File: config.mk
export PLATFORM = sky130hd
export DESIGN_NAME = opponent_rx_tracker
export DESIGN_NICKNAME = d
export VERILOG_FILES = /design/src/rtl/kart_pkg.sv /design/src/rtl/opp_word_check.sv /design/src/rtl/opponent_rx_tracker.sv
export SDC_FILE = /design/constraint.sdc
export NUM_CORES = 1
export LEC_CHECK = 0
export BUFFER_PORTS_ARGS = -buffer_cell sky130_fd_sc_hd__buf_4
export CAP_MARGIN = 40
export CORE_MARGIN = 2
export CORE_UTILIZATION = 50
export DETAILED_ROUTE_END_ITERATION = 8
export PLACE_DENSITY = 0.81
export SETUP_SLACK_MARGIN = 0.05
export SLEW_MARGIN = 0
export SYNTH_ARGS = -nofsm -noshare
export SYNTH_HDL_FRONTEND = slang
export SYNTH_SLANG_ARGS = --single-unit
File: constraint.sdc
create_clock -name clk_in -period 2.2 [get_ports clk_in]
set_clock_uncertainty 0.05 [all_clocks]
set_input_delay 0.11 -clock clk_in [delete_from_list [all_inputs] [get_ports clk_in]]
set_output_delay 0.11 -clock clk_in [all_outputs]
set_load 0.01 [all_outputs]
File: src/rtl/kart_pkg.sv
// Shared definitions for the opponent-state word exchanged over Ethernet:
// field positions, decoded state struct, reserved-bit mask and tracker states.
package kart_pkg;

    localparam int WORD_W   = 44;
    localparam int X_LSB    = 33;
    localparam int X_W      = 11;
    localparam int Y_LSB    = 21;
    localparam int Y_W      = 11;
    localparam int DIR_LSB  = 11;
    localparam int DIR_W    = 9;
    localparam int GAME_LSB = 5;
    localparam int GAME_W   = 3;
    localparam int RST_BIT  = 3;

    // Bits 32, 20, [10:8], 4 and [2:0] carry no field and must arrive as zero.
    localparam logic [WORD_W-1:0] RSVD_MASK = 44'h001_0010_0717;

    localparam logic [DIR_W-1:0] DIR_MAX = 9'd359;

    typedef struct packed {
        logic [X_W-1:0]    x;
        logic [Y_W-1:0]    y;
        logic [DIR_W-1:0]  dir;
        logic [GAME_W-1:0] game;
        logic              rst;
    } opp_state_t;

    typedef enum logic [1:0] {
        DOWN   = 2'd0,
        CAND   = 2'd1,
        LOCKED = 2'd2
    } rx_state_t;

    function automatic opp_state_t decode_word(input logic [WORD_W-1:0] w);
        opp_state_t s;
        s.x    = w[X_LSB +: X_W];
        s.y    = w[Y_LSB +: Y_W];
        s.dir  = w[DIR_LSB +: DIR_W];
        s.game = w[GAME_LSB +: GAME_W];
        s.rst  = w[RST_BIT];
        return s;
    endfunction

endpackage

File: src/rtl/opp_word_check.sv
// Combinational decode of one opponent-state word plus its validity check
// (non-zero, reserved bits clear, coordinates and heading in range).
module opp_word_check
    import kart_pkg::*;
#(
    parameter int MAX_COORD = 1023
) (
    input  logic              axiov,
    input  logic [WORD_W-1:0] axiod,
    output opp_state_t        word,
    output logic              valid
);

    localparam logic [X_W-1:0] MAX_X = X_W'(MAX_COORD);
    localparam logic [Y_W-1:0] MAX_Y = Y_W'(MAX_COORD);

    always_comb begin
        word  = decode_word(axiod);
        valid = axiov
             && (axiod != '0)
             && ((axiod & RSVD_MASK) == '0)
             && (word.x <= MAX_X)
             && (word.y <= MAX_Y)
             && (word.dir <= DIR_MAX);
    end

endmodule

File: src/rtl/opponent_rx_tracker.sv
// Debounces opponent-state words into a committed kart state with link timeout.
// Define OPP_RX_STATS_EN to add saturating reject/commit/timeout counters.
module opponent_rx_tracker
    import kart_pkg::*;
#(
    parameter int CONFIRM_CNT    = 2,
    parameter int TIMEOUT_CYCLES = 2_500_000,
    parameter int MAX_COORD      = 1023
) (
    input  logic              clk_in,
    input  logic              rst_in_n,
    input  logic              axiov,
    input  logic [WORD_W-1:0] axiod,
    output logic [X_W-1:0]    opp_x,
    output logic [Y_W-1:0]    opp_y,
    output logic [DIR_W-1:0]  opp_dir,
    output logic [GAME_W-1:0] opp_game,
    output logic              opp_reset_pulse,
    output logic              update_pulse,
    output logic              link_up
`ifdef OPP_RX_STATS_EN
    ,
    output logic [15:0]       stat_rejects,
    output logic [15:0]       stat_commits,
    output logic [15:0]       stat_timeouts
`endif
);

    localparam int IDLE_W = (TIMEOUT_CYCLES > 1) ? $clog2(TIMEOUT_CYCLES) : 1;
    localparam logic [IDLE_W-1:0] IDLE_MAX = IDLE_W'(TIMEOUT_CYCLES - 1);
    localparam logic [3:0]        CONFIRM  = 4'(CONFIRM_CNT);

    rx_state_t         state_reg, state_next;
    opp_state_t        cand_reg, cand_next;
    logic [3:0]        match_reg, match_next;
    logic [IDLE_W-1:0] idle_reg, idle_next;
    logic              rst_flag_reg;

    opp_state_t        word;
    logic              valid;
    logic              commit;
    logic              refresh;
    logic              timeout;

    opp_word_check #(
        .MAX_COORD (MAX_COORD)
    ) u_check (
        .axiov (axiov),
        .axiod (axiod),
        .word  (word),
        .valid (valid)
    );

    always_ff @(posedge clk_in or negedge rst_in_n) begin
        if (!rst_in_n) begin
            state_reg <= DOWN;
            cand_reg  <= '0;
            match_reg <= '0;
            idle_reg  <= '0;
        end else begin
            state_reg <= state_next;
            cand_reg  <= cand_next;
            match_reg <= match_next;
            idle_reg  <= idle_next;
        end
    end

    // A valid word always takes precedence over a timeout in the same cycle.
    always_comb begin
        state_next = state_reg;
        cand_next  = cand_reg;
        match_next = match_reg;
        commit     = 1'b0;
        refresh    = 1'b0;
        timeout    = 1'b0;

        if (valid) begin
            if ((state_reg == DOWN) || (word != cand_reg)) begin
                cand_next  = word;
                match_next = 4'd1;
                if (CONFIRM == 4'd1) begin
                    commit = 1'b1;
                end else if (state_reg == DOWN) begin
                    state_next = CAND;
                end
            end else if (match_reg < CONFIRM) begin
                match_next = match_reg + 4'd1;
                if ((match_reg + 4'd1) == CONFIRM) begin
                    commit = 1'b1;
                end
            end else if (state_reg == LOCKED) begin
                refresh = 1'b1;
            end
            if (commit) begin
                state_next = LOCKED;
            end
        end else if ((state_reg != DOWN) && (idle_reg == IDLE_MAX)) begin
            timeout    = 1'b1;
            state_next = DOWN;
            cand_next  = '0;
            match_next = '0;
        end
    end

    always_comb begin
        idle_next = idle_reg;
        if (commit || refresh) begin
            idle_next = '0;
        end else if (idle_reg != IDLE_MAX) begin
            idle_next = idle_reg + 1'b1;
        end
    end

    // On every commit path the incoming word equals the state being committed.
    always_ff @(posedge clk_in or negedge rst_in_n) begin
        if (!rst_in_n) begin
            opp_x           <= '0;
            opp_y           <= '0;
            opp_dir         <= '0;
            opp_game        <= '0;
            rst_flag_reg    <= 1'b0;
            update_pulse    <= 1'b0;
            opp_reset_pulse <= 1'b0;
            link_up         <= 1'b0;
        end else begin
            update_pulse    <= commit;
            opp_reset_pulse <= commit && word.rst && !rst_flag_reg;
            if (commit) begin
                opp_x        <= word.x;
                opp_y        <= word.y;
                opp_dir      <= word.dir;
                opp_game     <= word.game;
                rst_flag_reg <= word.rst;
            end
            if (commit || refresh) begin
                link_up <= 1'b1;
            end else if (timeout) begin
                link_up <= 1'b0;
            end
        end
    end

`ifdef OPP_RX_STATS_EN
    logic reject;
    assign reject = axiov && (axiod != '0) && !valid;

    always_ff @(posedge clk_in or negedge rst_in_n) begin
        if (!rst_in_n) begin
            stat_rejects  <= '0;
            stat_commits  <= '0;
            stat_timeouts <= '0;
        end else begin
            if (reject && (stat_rejects != 16'hFFFF)) begin
                stat_rejects <= stat_rejects + 16'd1;
            end
            if (commit && (stat_commits != 16'hFFFF)) begin
                stat_commits <= stat_commits + 16'd1;
            end
            if (timeout && (stat_timeouts != 16'hFFFF)) begin
                stat_timeouts <= stat_timeouts + 16'd1;
            end
        end
    end
`endif

endmodule

Word-level counts from Yosys, hierarchy flattened. Cells that the tools add are included.

Logic and storage cells: 79. Register bits after elaboration: 101. Input bits: 47. Output and inout port bits: 37.

Add/subtract/negate cells: 2. Order comparisons: 4. Reductions and logical operators: 21. Eq/ne operators: 9. Mux-type cells: 27.

Operator list (count): 35-bit two-way mux (3); 44-bit zero test (1); 22-bit two-way mux (2); 44-bit nonzero test (1); 35-bit != test (1); 22-bit by 1-bit adder with 22-bit output (second input constant) (1); 22-bit == test (second input constant) (1); 11-bit by 10-bit less-or-equal comparator with 1-bit output (second input constant) (2); 22-bit != test (second input constant) (1); 4-bit two-way mux (4); 1-bit two-way mux (13); 2-bit two-way mux (5); 9-bit less-or-equal comparator (second input constant) (1); 3-bit != test (second input constant) (3); 1-bit logical AND (8); 2-bit nonzero test (4); 4-bit by 1-bit adder with 4-bit output (second input constant) (1); 4-bit by 2-bit == test with 1-bit output (second input constant) (1); 4-bit by 2-bit less-than comparator with 1-bit output (second input constant) (1); 2-bit AND reduction (2); 3-bit AND reduction (1); 2-bit == test (second input constant) (1); 2-bit zero test (1); 1-bit logical OR (2); 2 further kinds (2).

Longest topological paths before layout. Gate-level depths: netlist of the first run.

Depth after elaboration: 10. Depth in mapped cells: 8. Gate-level depth less buffers: 7.

Modules after synthesis. From an unflattened synthesis of the first run, not the netlist that was laid out.

Cell total of the unflattened synthesis: 450. Area, all modules: 5205.0 um^2.

Modules (own cells, without submodules): opponent_rx_tracker (seq. area each 2527.4 um^2, cells an instance 398, times used 1, area each 4818.4 um^2); opp_word_check (seq. area each 0.0 um^2, cells an instance 52, times used 1, area each 386.6 um^2).

Worst setup path after synthesis of the first run. OpenSTA, ideal clock, no wires.

Path kind: reg2reg. Start point: register idle_reg[0]. End point: register cand_reg[10] (netlist bit). Period minus slack after synthesis: 2099 ps. Slack: 101 ps. Cell stages (with the launch flop): 9. Setup time: 121 ps. Arrival: 1928 ps. Buffers on the path: 1. Data required time: 2029 ps. Cells stage by stage: dfrtp_1 > ha_1 > and4_1 > and3_1 > and4_1 > o221ai_1 > a21boi_4 > buf_4 > a22o_1.

Word-level cells in the longest chain between the ends: 4.

Ends and longest elaborated chain: start: declaration (RTL line opponent_rx_tracker.sv:36) `logic [IDLE_W-1:0] idle_reg, idle_next;`; start signal: assignment (RTL line opponent_rx_tracker.sv:64) `idle_reg <= idle_next;`; 22-bit == test (RTL line opponent_rx_tracker.sv:97) `end else if ((state_reg != DOWN) && (idle_reg == IDLE_MAX)) begin`; 1-bit logical AND (RTL line opponent_rx_tracker.sv:97); 2-bit nonzero test (no line); 2-bit AND reduction (no line); end signal: assignment (RTL line opponent_rx_tracker.sv:62) `cand_reg <= cand_next;`; end: declaration (RTL line opponent_rx_tracker.sv:34) `opp_state_t cand_reg, cand_next;`.

No other way between the ends. A chain may end at the register's enable or synchronous reset.

Final worst setup path of the first run.
Start point: register cand_reg[13] (netlist bit). End point: register opp_dir[8].

Word-level cells in the longest chain between the ends: 5.

Ends and longest elaborated chain: 35-bit != test (RTL line opponent_rx_tracker.sv:78) `if ((state_reg == DOWN) || (word != cand_reg)) begin`; 1-bit logical OR (RTL line opponent_rx_tracker.sv:78); 1-bit two-way mux (RTL line opponent_rx_tracker.sv:78); 1-bit two-way mux (2 in a row) (RTL line opponent_rx_tracker.sv:77) `if (valid) begin`; end signal: assignment (RTL line opponent_rx_tracker.sv:131) `opp_dir <= word.dir;`; end: declaration (RTL line opponent_rx_tracker.sv:16) `output logic [DIR_W-1:0] opp_dir,`.

No other way between the ends. The select of a mux whose other input is x is not followed.

==> run_summary.xml, run 1 <==
<?xml version="1.0" encoding="UTF-8"?>
<metrics>
  <group name="final_layout">
    <metric name="antenna_cells" unit="">0</metric>
    <metric name="instances_no_fill" unit="">646</metric>
    <metric name="area_growth_syn_to_layout" unit="%">36.1</metric>
    <metric name="largest_register_ff_count" unit="">35</metric>
    <metric name="most-common-layout-cells" unit="">sky130_fd_sc_hd__buf_4 (110), sky130_fd_sc_hd__dfrtp_1 (101), sky130_fd_sc_hd__xor2_1 (47), sky130_fd_sc_hd__a22o_1 (33), sky130_fd_sc_hd__dlygate4sd3_1 (33)</metric>
    <metric name="multiInputGateArea" unit="mm^2">0.00209</metric>
    <metric name="final_common_cell" unit="">sky130_fd_sc_hd__buf_4</metric>
    <metric name="fin_nets" unit="">580</metric>
    <metric name="num-fill-cells" unit="">608</metric>
    <metric name="layout-drive-gt1-share" unit="%">29.0</metric>
    <metric name="layout.area.seq" unit="mm^2">0.00253</metric>
  </group>
  <group name="sta">
    <metric name="worstMarginPinSlew" unit="ps">397</metric>
    <metric name="max_clock_freq" unit="MHz">427</metric>
    <metric name="setup_repair_after_global_routing_missed_its_margin" unit="">yes</metric>
    <metric name="final.period_utilization" unit="%">107</metric>
    <metric name="pins_over_slew_limit" unit="">0</metric>
    <metric name="finalCriticalPeriod" unit="ps">2340</metric>
    <metric name="totalNegativeSetupSlack" unit="ps">-8710</metric>
    <metric name="worst_slack" unit="ps">-143</metric>
    <metric name="final-setup-viol-count" unit="">93</metric>
    <metric name="whs" unit="ps">22.4</metric>
    <metric name="slew_headroom" unit="%">73.3</metric>
    <metric name="hold_viol" unit="">0</metric>
  </group>
  <group name="global_routing">
    <metric name="gr-usage-met1" unit="%">30.6</metric>
    <metric name="first_pass_grt_wire_length" unit="mm">19.3</metric>
    <metric name="gr-total-overflow" unit="">0</metric>
    <metric name="global_route.usage.met3" unit="%">6.27</metric>
    <metric name="grt_most_used_layer" unit="">met2</metric>
    <metric name="grt_pass1_vias" unit="">3832</metric>
    <metric name="antenna_found_initial" unit="">0</metric>
    <metric name="groute.layer.met2.usage" unit="%">43.3</metric>
    <metric name="grt_util_all_layers" unit="%">24.8</metric>
    <metric name="grt_max_degree" unit="">54</metric>
  </group>
  <group name="route">
    <metric name="drc" unit="">0</metric>
    <metric name="drt_wl_total" unit="mm">12.1</metric>
    <metric name="drt-vias-per-instance" unit="">5.78</metric>
    <metric name="antenna_left" unit="">0</metric>
    <metric name="firstDrtPassIters" unit="">5</metric>
    <metric name="starting_drt_drc_count" unit="">173</metric>
    <metric name="dr_wl_cell" unit="um">18.7</metric>
    <metric name="vias" unit="">3731</metric>
  </group>
  <group name="floorplan">
    <metric name="row_count" unit="">35</metric>
    <metric name="initial_core_utilization" unit="%">50.6</metric>
    <metric name="die_area" unit="mm^2">0.0100</metric>
    <metric name="die_y" unit="um">100</metric>
    <metric name="die_w" unit="um">100</metric>
    <metric name="design.core.area" unit="mm^2">0.00911</metric>
    <metric name="ioPinCount" unit="">84</metric>
  </group>
  <group name="critical_path">
    <metric name="timing.critical_path.from_type" unit="">flip-flop</metric>
    <metric name="critical_path.max_fanout" unit="">35</metric>
    <metric name="worst_ep_required_time" unit="ps">2420</metric>
    <metric name="rr_worst_depth" unit="">9</metric>
    <metric name="worst-setup-path-type" unit="">flip-flop to flip-flop</metric>
    <metric name="timing.reg2reg.setup_slack" unit="ps">-140</metric>
    <metric name="end_kind" unit="">flip-flop</metric>
    <metric name="r2r-start" unit="">cand_reg[13]</metric>
    <metric name="critical_path.reg2reg.endpoint" unit="">opp_dir[8]</metric>
    <metric name="cp_data_arrival_time" unit="ps">2560</metric>
  </group>
  <group name="clocking">
    <metric name="htree_num_levels" unit="">3</metric>
    <metric name="cts_buffer_depth" unit="">2</metric>
    <metric name="cts.sink_count" unit="">101</metric>
    <metric name="cts.clk_slew.worst_paths" unit="ps">110</metric>
    <metric name="clock_insertion_delay_worst_skew" unit="ps">380</metric>
    <metric name="clock-root-buffer" unit="">sky130_fd_sc_hd__clkbuf_8</metric>
    <metric name="cts_made_buffers" unit="">9</metric>
    <metric name="cts_tree" unit="">yes</metric>
  </group>
  <group name="run">
    <metric name="max_cap_violations" unit="">0</metric>
  </group>
  <group name="yosys">
    <metric name="yosys_register_bits" unit="">101</metric>
    <metric name="synth_sequential_area_ratio" unit="%">54.9</metric>
    <metric name="post_synth_inst_count" unit="">380</metric>
    <metric name="synth_warnings" unit="">0</metric>
    <metric name="yosysUniqueCellTypes" unit="">41</metric>
    <metric name="ys_async_rst_share" unit="%">100</metric>
    <metric name="synth.cell_area" unit="mm^2">0.00461</metric>
    <metric name="synth_edf_count" unit="">0</metric>
    <metric name="number_of_nets_produced_by_synthesis" unit="">430</metric>
    <metric name="primary_ff_master_synth" unit="">sky130_fd_sc_hd__dfrtp_1</metric>
    <metric name="synth.avg_cell_area" unit="um^2">12.1</metric>
  </group>
  <group name="place">
    <metric name="dp_cells" unit="">590</metric>
    <metric name="final_weighted_congestion_of_routability_driven_global_placement" unit="">0.849</metric>
    <metric name="portBuffers" unit="">83</metric>
    <metric name="detailedPlacementHpwl" unit="mm">7.60</metric>
    <metric name="dp_slack" unit="ps">-208</metric>
  </group>
  <group name="pwr">
    <metric name="leakage" unit="nW">3.26</metric>
    <metric name="fin_total_pwr" unit="mW">3.29</metric>
    <metric name="power.ir.vdd_worst" unit="mV">0.392</metric>
    <metric name="pwr_density_cell" unit="mW/mm^2">524</metric>
  </group>
  <group name="worst_hold_path">
    <metric name="worst_hold_path.endpoint" unit="">opp_game[0]</metric>
    <metric name="worst_hold_startpoint" unit="">axiod[5]</metric>
    <metric name="hold_path.class" unit="">input port to flip-flop</metric>
    <metric name="depth_of_the_worst_hold_timing_path" unit="">3</metric>
  </group>
  <group name="run_status">
    <metric name="failed_checks" unit="">negative setup slack</metric>
    <metric name="status" unit="">complete, but fails checks</metric>
  </group>
</metrics>
## critical path: stages, from the launching register on
cell and delay, ps:
sky130_fd_sc_hd__dfrtp_1 420, sky130_fd_sc_hd__xor2_1 190, sky130_fd_sc_hd__nor4_2 310, sky130_fd_sc_hd__buf_4 180, sky130_fd_sc_hd__nand3_4 60, sky130_fd_sc_hd__buf_4 170, sky130_fd_sc_hd__nor3_4 170, sky130_fd_sc_hd__nand3_4 100
sky130_fd_sc_hd__buf_12 180, sky130_fd_sc_hd__mux2_1 350
## metal layers
layer	vias up	routed length [um]
li1	1690	-
met2	124	6260
met5	-	0
met4	0	240
met1	1896	4830
met3	21	751
## cell usage after synthesis (2+ instances only)
cell / instances / area (um^2)
sky130_fd_sc_hd__nor2_1: 31 / 116
sky130_fd_sc_hd__and2_1: 5 / 31.3
sky130_fd_sc_hd__xor2_1: 47 / 412
sky130_fd_sc_hd__and4_1: 2 / 17.5
sky130_fd_sc_hd__buf_4: 3 / 22.5
sky130_fd_sc_hd__nor3_1: 8 / 40.0
sky130_fd_sc_hd__clkbuf_1: 2 / 7.51
sky130_fd_sc_hd__o21a_1: 2 / 15.0
sky130_fd_sc_hd__nand4_1: 12 / 75.1
sky130_fd_sc_hd__inv_1: 4 / 15.0
sky130_fd_sc_hd__nand2_1: 13 / 48.8
sky130_fd_sc_hd__nor3_2: 2 / 20.0
sky130_fd_sc_hd__nand3_1: 7 / 35.0
sky130_fd_sc_hd__nor4b_1: 3 / 26.3
sky130_fd_sc_hd__nor4_1: 20 / 125
sky130_fd_sc_hd__ha_1: 3 / 37.5
sky130_fd_sc_hd__dfrtp_1: 101 / 2530
sky130_fd_sc_hd__buf_2: 8 / 40.0
sky130_fd_sc_hd__a22o_1: 33 / 289
sky130_fd_sc_hd__a21oi_1: 2 / 10.0
sky130_fd_sc_hd__xnor2_1: 8 / 70.1
sky130_fd_sc_hd__nor3b_1: 3 / 22.5
sky130_fd_sc_hd__and3_1: 6 / 37.5
sky130_fd_sc_hd__or3_1: 5 / 31.3
sky130_fd_sc_hd__mux2_1: 33 / 372
sky130_fd_sc_hd__o211a_1: 2 / 20.0
## kinds of logic after synthesis
logic type / count (synthesis) / share of synthesized area (%)
flip-flops: 101 / 54.9
buffers and inverters: 17 / 1.85
adder cells (fa/ha/maj): 3 / 0.815
multiplexers: 34 / 8.28
AO/OA/AOI/OAI: 47 / 8.88
XOR/XNOR: 55 / 10.5
AND/OR/NAND/NOR: 123 / 14.9
## timing repair
item | CTS | global route
hold buffers | 33 | 0
pin swaps | 2 | 3
hold endpoints to repair | 153 | 0
setup endpoints to repair | 100 | 101
setup buffers | 0 | 6
gates cloned | 0 | 1
resized for setup | 7 | 17
## cell type report
cell class / instances / share of cell area (%)
inverters: 4 / 0.240
multi-input cells: 262 / 33.4
flip-flops and latches: 101 / 40.3
well taps: 111 / 2.22
repair buffers: 152 / 20.8
clock inverters: 6 / 1.02
clock buffers: 10 / 2.04
## worst max-delay path by stage
stage                       from  depth (start not counted)            to
detailed placement  cand_reg[17]                          8   idle_reg[4]
finish              cand_reg[13]                          9    opp_dir[8]
floorplan            idle_reg[0]                          8  cand_reg[10]
global route        cand_reg[22]                          8   cand_reg[5]
CTS                  cand_reg[1]                          8   cand_reg[2]
global placement    cand_reg[23]                          7   idle_reg[4]
## per-stage QoR
step,util (%),area (um^2)
6_report,68.8,6270
5_1_grt,68.8,6270
4_1_cts,67.5,6140
3_5_place_dp,61.3,5580
3_3_place_gp,61.3,5580
2_1_floorplan,-,4610
## power by group
part | switching, mW | leakage [nW] | internal (mW)
registers | 0.00333 | 1.40 | 1.86
clock network | 0.718 | 0.0941 | 0.446
logic | 0.132 | 1.77 | 0.128
Power figures use the tool's default switching activity.
==> run 2: changes to the inputs <==
--- a/config.mk
+++ b/config.mk
@@ -7,10 +7,9 @@
 export LEC_CHECK = 0
 export BUFFER_PORTS_ARGS = -buffer_cell sky130_fd_sc_hd__buf_4
 export CAP_MARGIN = 40
-export CORE_MARGIN = 2
-export CORE_UTILIZATION = 50
+export CORE_UTILIZATION = 55
 export DETAILED_ROUTE_END_ITERATION = 8
-export PLACE_DENSITY = 0.81
+export PLACE_DENSITY = 0.84
 export SETUP_SLACK_MARGIN = 0.05
 export SLEW_MARGIN = 0
 export SYNTH_ARGS = -nofsm -noshare
==> constraint.sdc (replaced) <==
create_clock -name clk_in -period 2.6 [get_ports clk_in]
set_clock_uncertainty 0.05 [all_clocks]
set_input_delay 0.13 -clock clk_in [delete_from_list [all_inputs] [get_ports clk_in]]
set_output_delay 0.13 -clock clk_in [all_outputs]
set_load 0.01 [all_outputs]
==> run 2 against run 1 <==
The flow finishes with violations (design-rule violations). Non-clock buffer count shrank 25. Sequential cell count is the same. Hold slack gained 310 ps. Clock-buffer cell count shrank 1. Global-route usage grew 2.5 points. Design area shrank 5.3%. Clock power shrank 19%. Sequential share of layout area grew 2.2 points. Routed wire length shrank 7.6%. Critical path type is now input port to flip-flop. Critical endpoint is now cand_reg[21]. Highest routed layer unchanged.
==> run_summary.xml, run 2 (synthesis results as in run 1) <==
<?xml version="1.0" encoding="UTF-8"?>
<metrics>
  <group name="run_status">
    <metric name="failed_checks" unit="">design-rule violations</metric>
    <metric name="status" unit="">complete, but fails checks</metric>
  </group>
  <group name="route">
    <metric name="drc" unit="">1</metric>
    <metric name="antenna_left" unit="">0</metric>
    <metric name="starting_drt_drc_count" unit="">192</metric>
    <metric name="drt-vias-per-instance" unit="">5.81</metric>
    <metric name="drt_wl_total" unit="mm">11.2</metric>
    <metric name="vias" unit="">3573</metric>
    <metric name="dr_wl_cell" unit="um">18.1</metric>
    <metric name="firstDrtPassIters" unit="">7</metric>
  </group>
  <group name="final_layout">
    <metric name="area_growth_syn_to_layout" unit="%">28.9</metric>
    <metric name="postLayoutCoreUtil" unit="%">72.6</metric>
    <metric name="most-common-layout-cells" unit="">sky130_fd_sc_hd__dfrtp_1 (101), sky130_fd_sc_hd__buf_4 (90), sky130_fd_sc_hd__xor2_1 (47), sky130_fd_sc_hd__dlygate4sd3_1 (34)</metric>
    <metric name="layout-drive-gt1-share" unit="%">23.1</metric>
    <metric name="num-fill-cells" unit="">517</metric>
    <metric name="final_common_cell" unit="">sky130_fd_sc_hd__dfrtp_1</metric>
    <metric name="fin_nets" unit="">555</metric>
    <metric name="largest_register_ff_count" unit="">35</metric>
    <metric name="antenna_cells" unit="">0</metric>
  </group>
  <group name="floorplan">
    <metric name="ioPinCount" unit="">84</metric>
    <metric name="die_area" unit="mm^2">0.00875</metric>
    <metric name="initial_core_utilization" unit="%">56.4</metric>
    <metric name="row_count" unit="">33</metric>
    <metric name="die_y" unit="um">93.5</metric>
    <metric name="die_w" unit="um">93.5</metric>
    <metric name="design.core.area" unit="mm^2">0.00818</metric>
  </group>
  <group name="place">
    <metric name="final_weighted_congestion_of_routability_driven_global_placement" unit="">0.831</metric>
    <metric name="portBuffers" unit="">83</metric>
    <metric name="detailedPlacementHpwl" unit="mm">7.46</metric>
  </group>
  <group name="critical_path">
    <metric name="critical_path.endpoint" unit="">cand_reg[21]</metric>
    <metric name="timing.reg2reg.setup_slack" unit="ps">200</metric>
    <metric name="worst_ep_required_time" unit="ps">2840</metric>
    <metric name="critical_path.max_fanout" unit="">18</metric>
    <metric name="end_kind" unit="">flip-flop</metric>
    <metric name="rr_worst_depth" unit="">7</metric>
    <metric name="critical_path.reg2reg.endpoint" unit="">idle_reg[16]</metric>
    <metric name="r2r-start" unit="">cand_reg[14]</metric>
    <metric name="worst-setup-path-type" unit="">input port to flip-flop</metric>
    <metric name="timing.critical_path.from_type" unit="">input port</metric>
    <metric name="setup.worst_path.start" unit="">axiod[36]</metric>
    <metric name="cp_data_arrival_time" unit="ps">2680</metric>
  </group>
  <group name="clocking">
    <metric name="cts_tree" unit="">yes</metric>
    <metric name="cts.sink_count" unit="">101</metric>
    <metric name="cts_made_buffers" unit="">9</metric>
    <metric name="cts.clk_slew.worst_paths" unit="ps">110</metric>
    <metric name="clock-root-buffer" unit="">sky130_fd_sc_hd__clkbuf_8</metric>
    <metric name="clock_insertion_delay_worst_skew" unit="ps">370</metric>
    <metric name="htree_num_levels" unit="">3</metric>
    <metric name="cts_buffer_depth" unit="">2</metric>
  </group>
  <group name="run">
    <metric name="max_cap_violations" unit="">0</metric>
  </group>
  <group name="global_routing">
    <metric name="grt_util_all_layers" unit="%">27.3</metric>
    <metric name="gr-total-overflow" unit="">0</metric>
    <metric name="grt_pass1_vias" unit="">3743</metric>
    <metric name="grt_max_degree" unit="">66</metric>
    <metric name="antenna_found_initial" unit="">0</metric>
    <metric name="first_pass_grt_wire_length" unit="mm">18.3</metric>
  </group>
  <group name="sta">
    <metric name="pins_over_slew_limit" unit="">0</metric>
    <metric name="final.period_utilization" unit="%">93.6</metric>
    <metric name="slew_headroom" unit="%">45.6</metric>
    <metric name="worstMarginPinSlew" unit="ps">816</metric>
    <metric name="final-setup-viol-count" unit="">0</metric>
    <metric name="max_clock_freq" unit="MHz">411</metric>
    <metric name="finalCriticalPeriod" unit="ps">2430</metric>
    <metric name="totalNegativeSetupSlack" unit="ps">0</metric>
    <metric name="setup_repair_after_global_routing_missed_its_margin" unit="">yes</metric>
    <metric name="hold_viol" unit="">0</metric>
  </group>
  <group name="worst_hold_path">
    <metric name="hold_path.class" unit="">input port to asynchronous set/reset pin</metric>
  </group>
  <group name="pwr">
    <metric name="leakage" unit="nW">3.05</metric>
    <metric name="power.ir.vdd_worst" unit="mV">0.338</metric>
    <metric name="pwr_density_cell" unit="mW/mm^2">458</metric>
  </group>
</metrics>
[run 2: changes by cell type in the layout (fill, tap and decap cells not counted), sizes merged]
cell and change:
dlygate4sd3 +1, clkinv +1, buf -26, clkinvlp +1, clkbuf -1, inv -1
[run 2: how the worst min path moves through the flow]
stage,startpoint,end
detailed placement,rst_in_n,opp_y[6]
floorplan,rst_in_n,cand_reg[0]
global placement,rst_in_n,opp_y[7]
global route,axiod[1],state_reg[1]
finish,rst_in_n,opp_y[4]
CTS,rst_in_n,opp_x[1]
[run 2: worst max-delay path: stages]
cell,delay [ps]
sky130_fd_sc_hd__dlygate4sd3_1,540
sky130_fd_sc_hd__buf_4,160
sky130_fd_sc_hd__nor4_1,410
sky130_fd_sc_hd__nand4_1,220
sky130_fd_sc_hd__nor3_2,360
sky130_fd_sc_hd__nor2_2,90
sky130_fd_sc_hd__buf_4,180
sky130_fd_sc_hd__a21boi_4,150
sky130_fd_sc_hd__buf_4,240
sky130_fd_sc_hd__a22o_1,170
[run 2: through the flow]
stage	area, um^2	total power, mW	instances	setup slack (ps)	hold slack (ps)
after detailed placement	5410	1.77	565	170	229
after global placement	5410	1.76	565	217	221
after CTS	5930	2.73	615	61.8	359
after floorplan	4610	1.64	380	501	-216
after global routing	5940	2.83	615	25.5	378
final	5940	2.72	615	167	330
[run 2: area by class of cell]
cell class,count,area (um^2),area share (%)
Timing Repair Buffer,127,1080,18.1
Clock buffer,9,124,2.09
Clock inverter,7,56.3,0.948
Multi-Input combinational cell,262,2010,33.8
Tap cell,105,131,2.21
Inverter,4,15.0,0.253
Sequential cell,101,2530,42.6
[run 2: repair_timing]
action	4_1_cts	5_1_grt
hold buffers	34	0
endpoints found under the setup margin	0	63
setup buffers	0	0
hold endpoints to repair	129	0
resized for setup	0	2
[run 2: metal layers]
layer / vias to the layer above / GRT usage, % / part of all wire [%]
li1: 1629 / - / -
met1: 1782 / 35.1 / 42
met2: 139 / 46.6 / 51
met3: 23 / 6.02 / 5.7
met4: 0 / 7.44 / 1.8
met5: - / 0 / 0
[run 2: power by group]
group          switching (mW)  internal [mW]  leakage (nW)
clock network           0.579          0.362        0.0895
logic                   0.101          0.102          1.57
registers             0.00287           1.57          1.40
total                   0.683           2.04          3.05
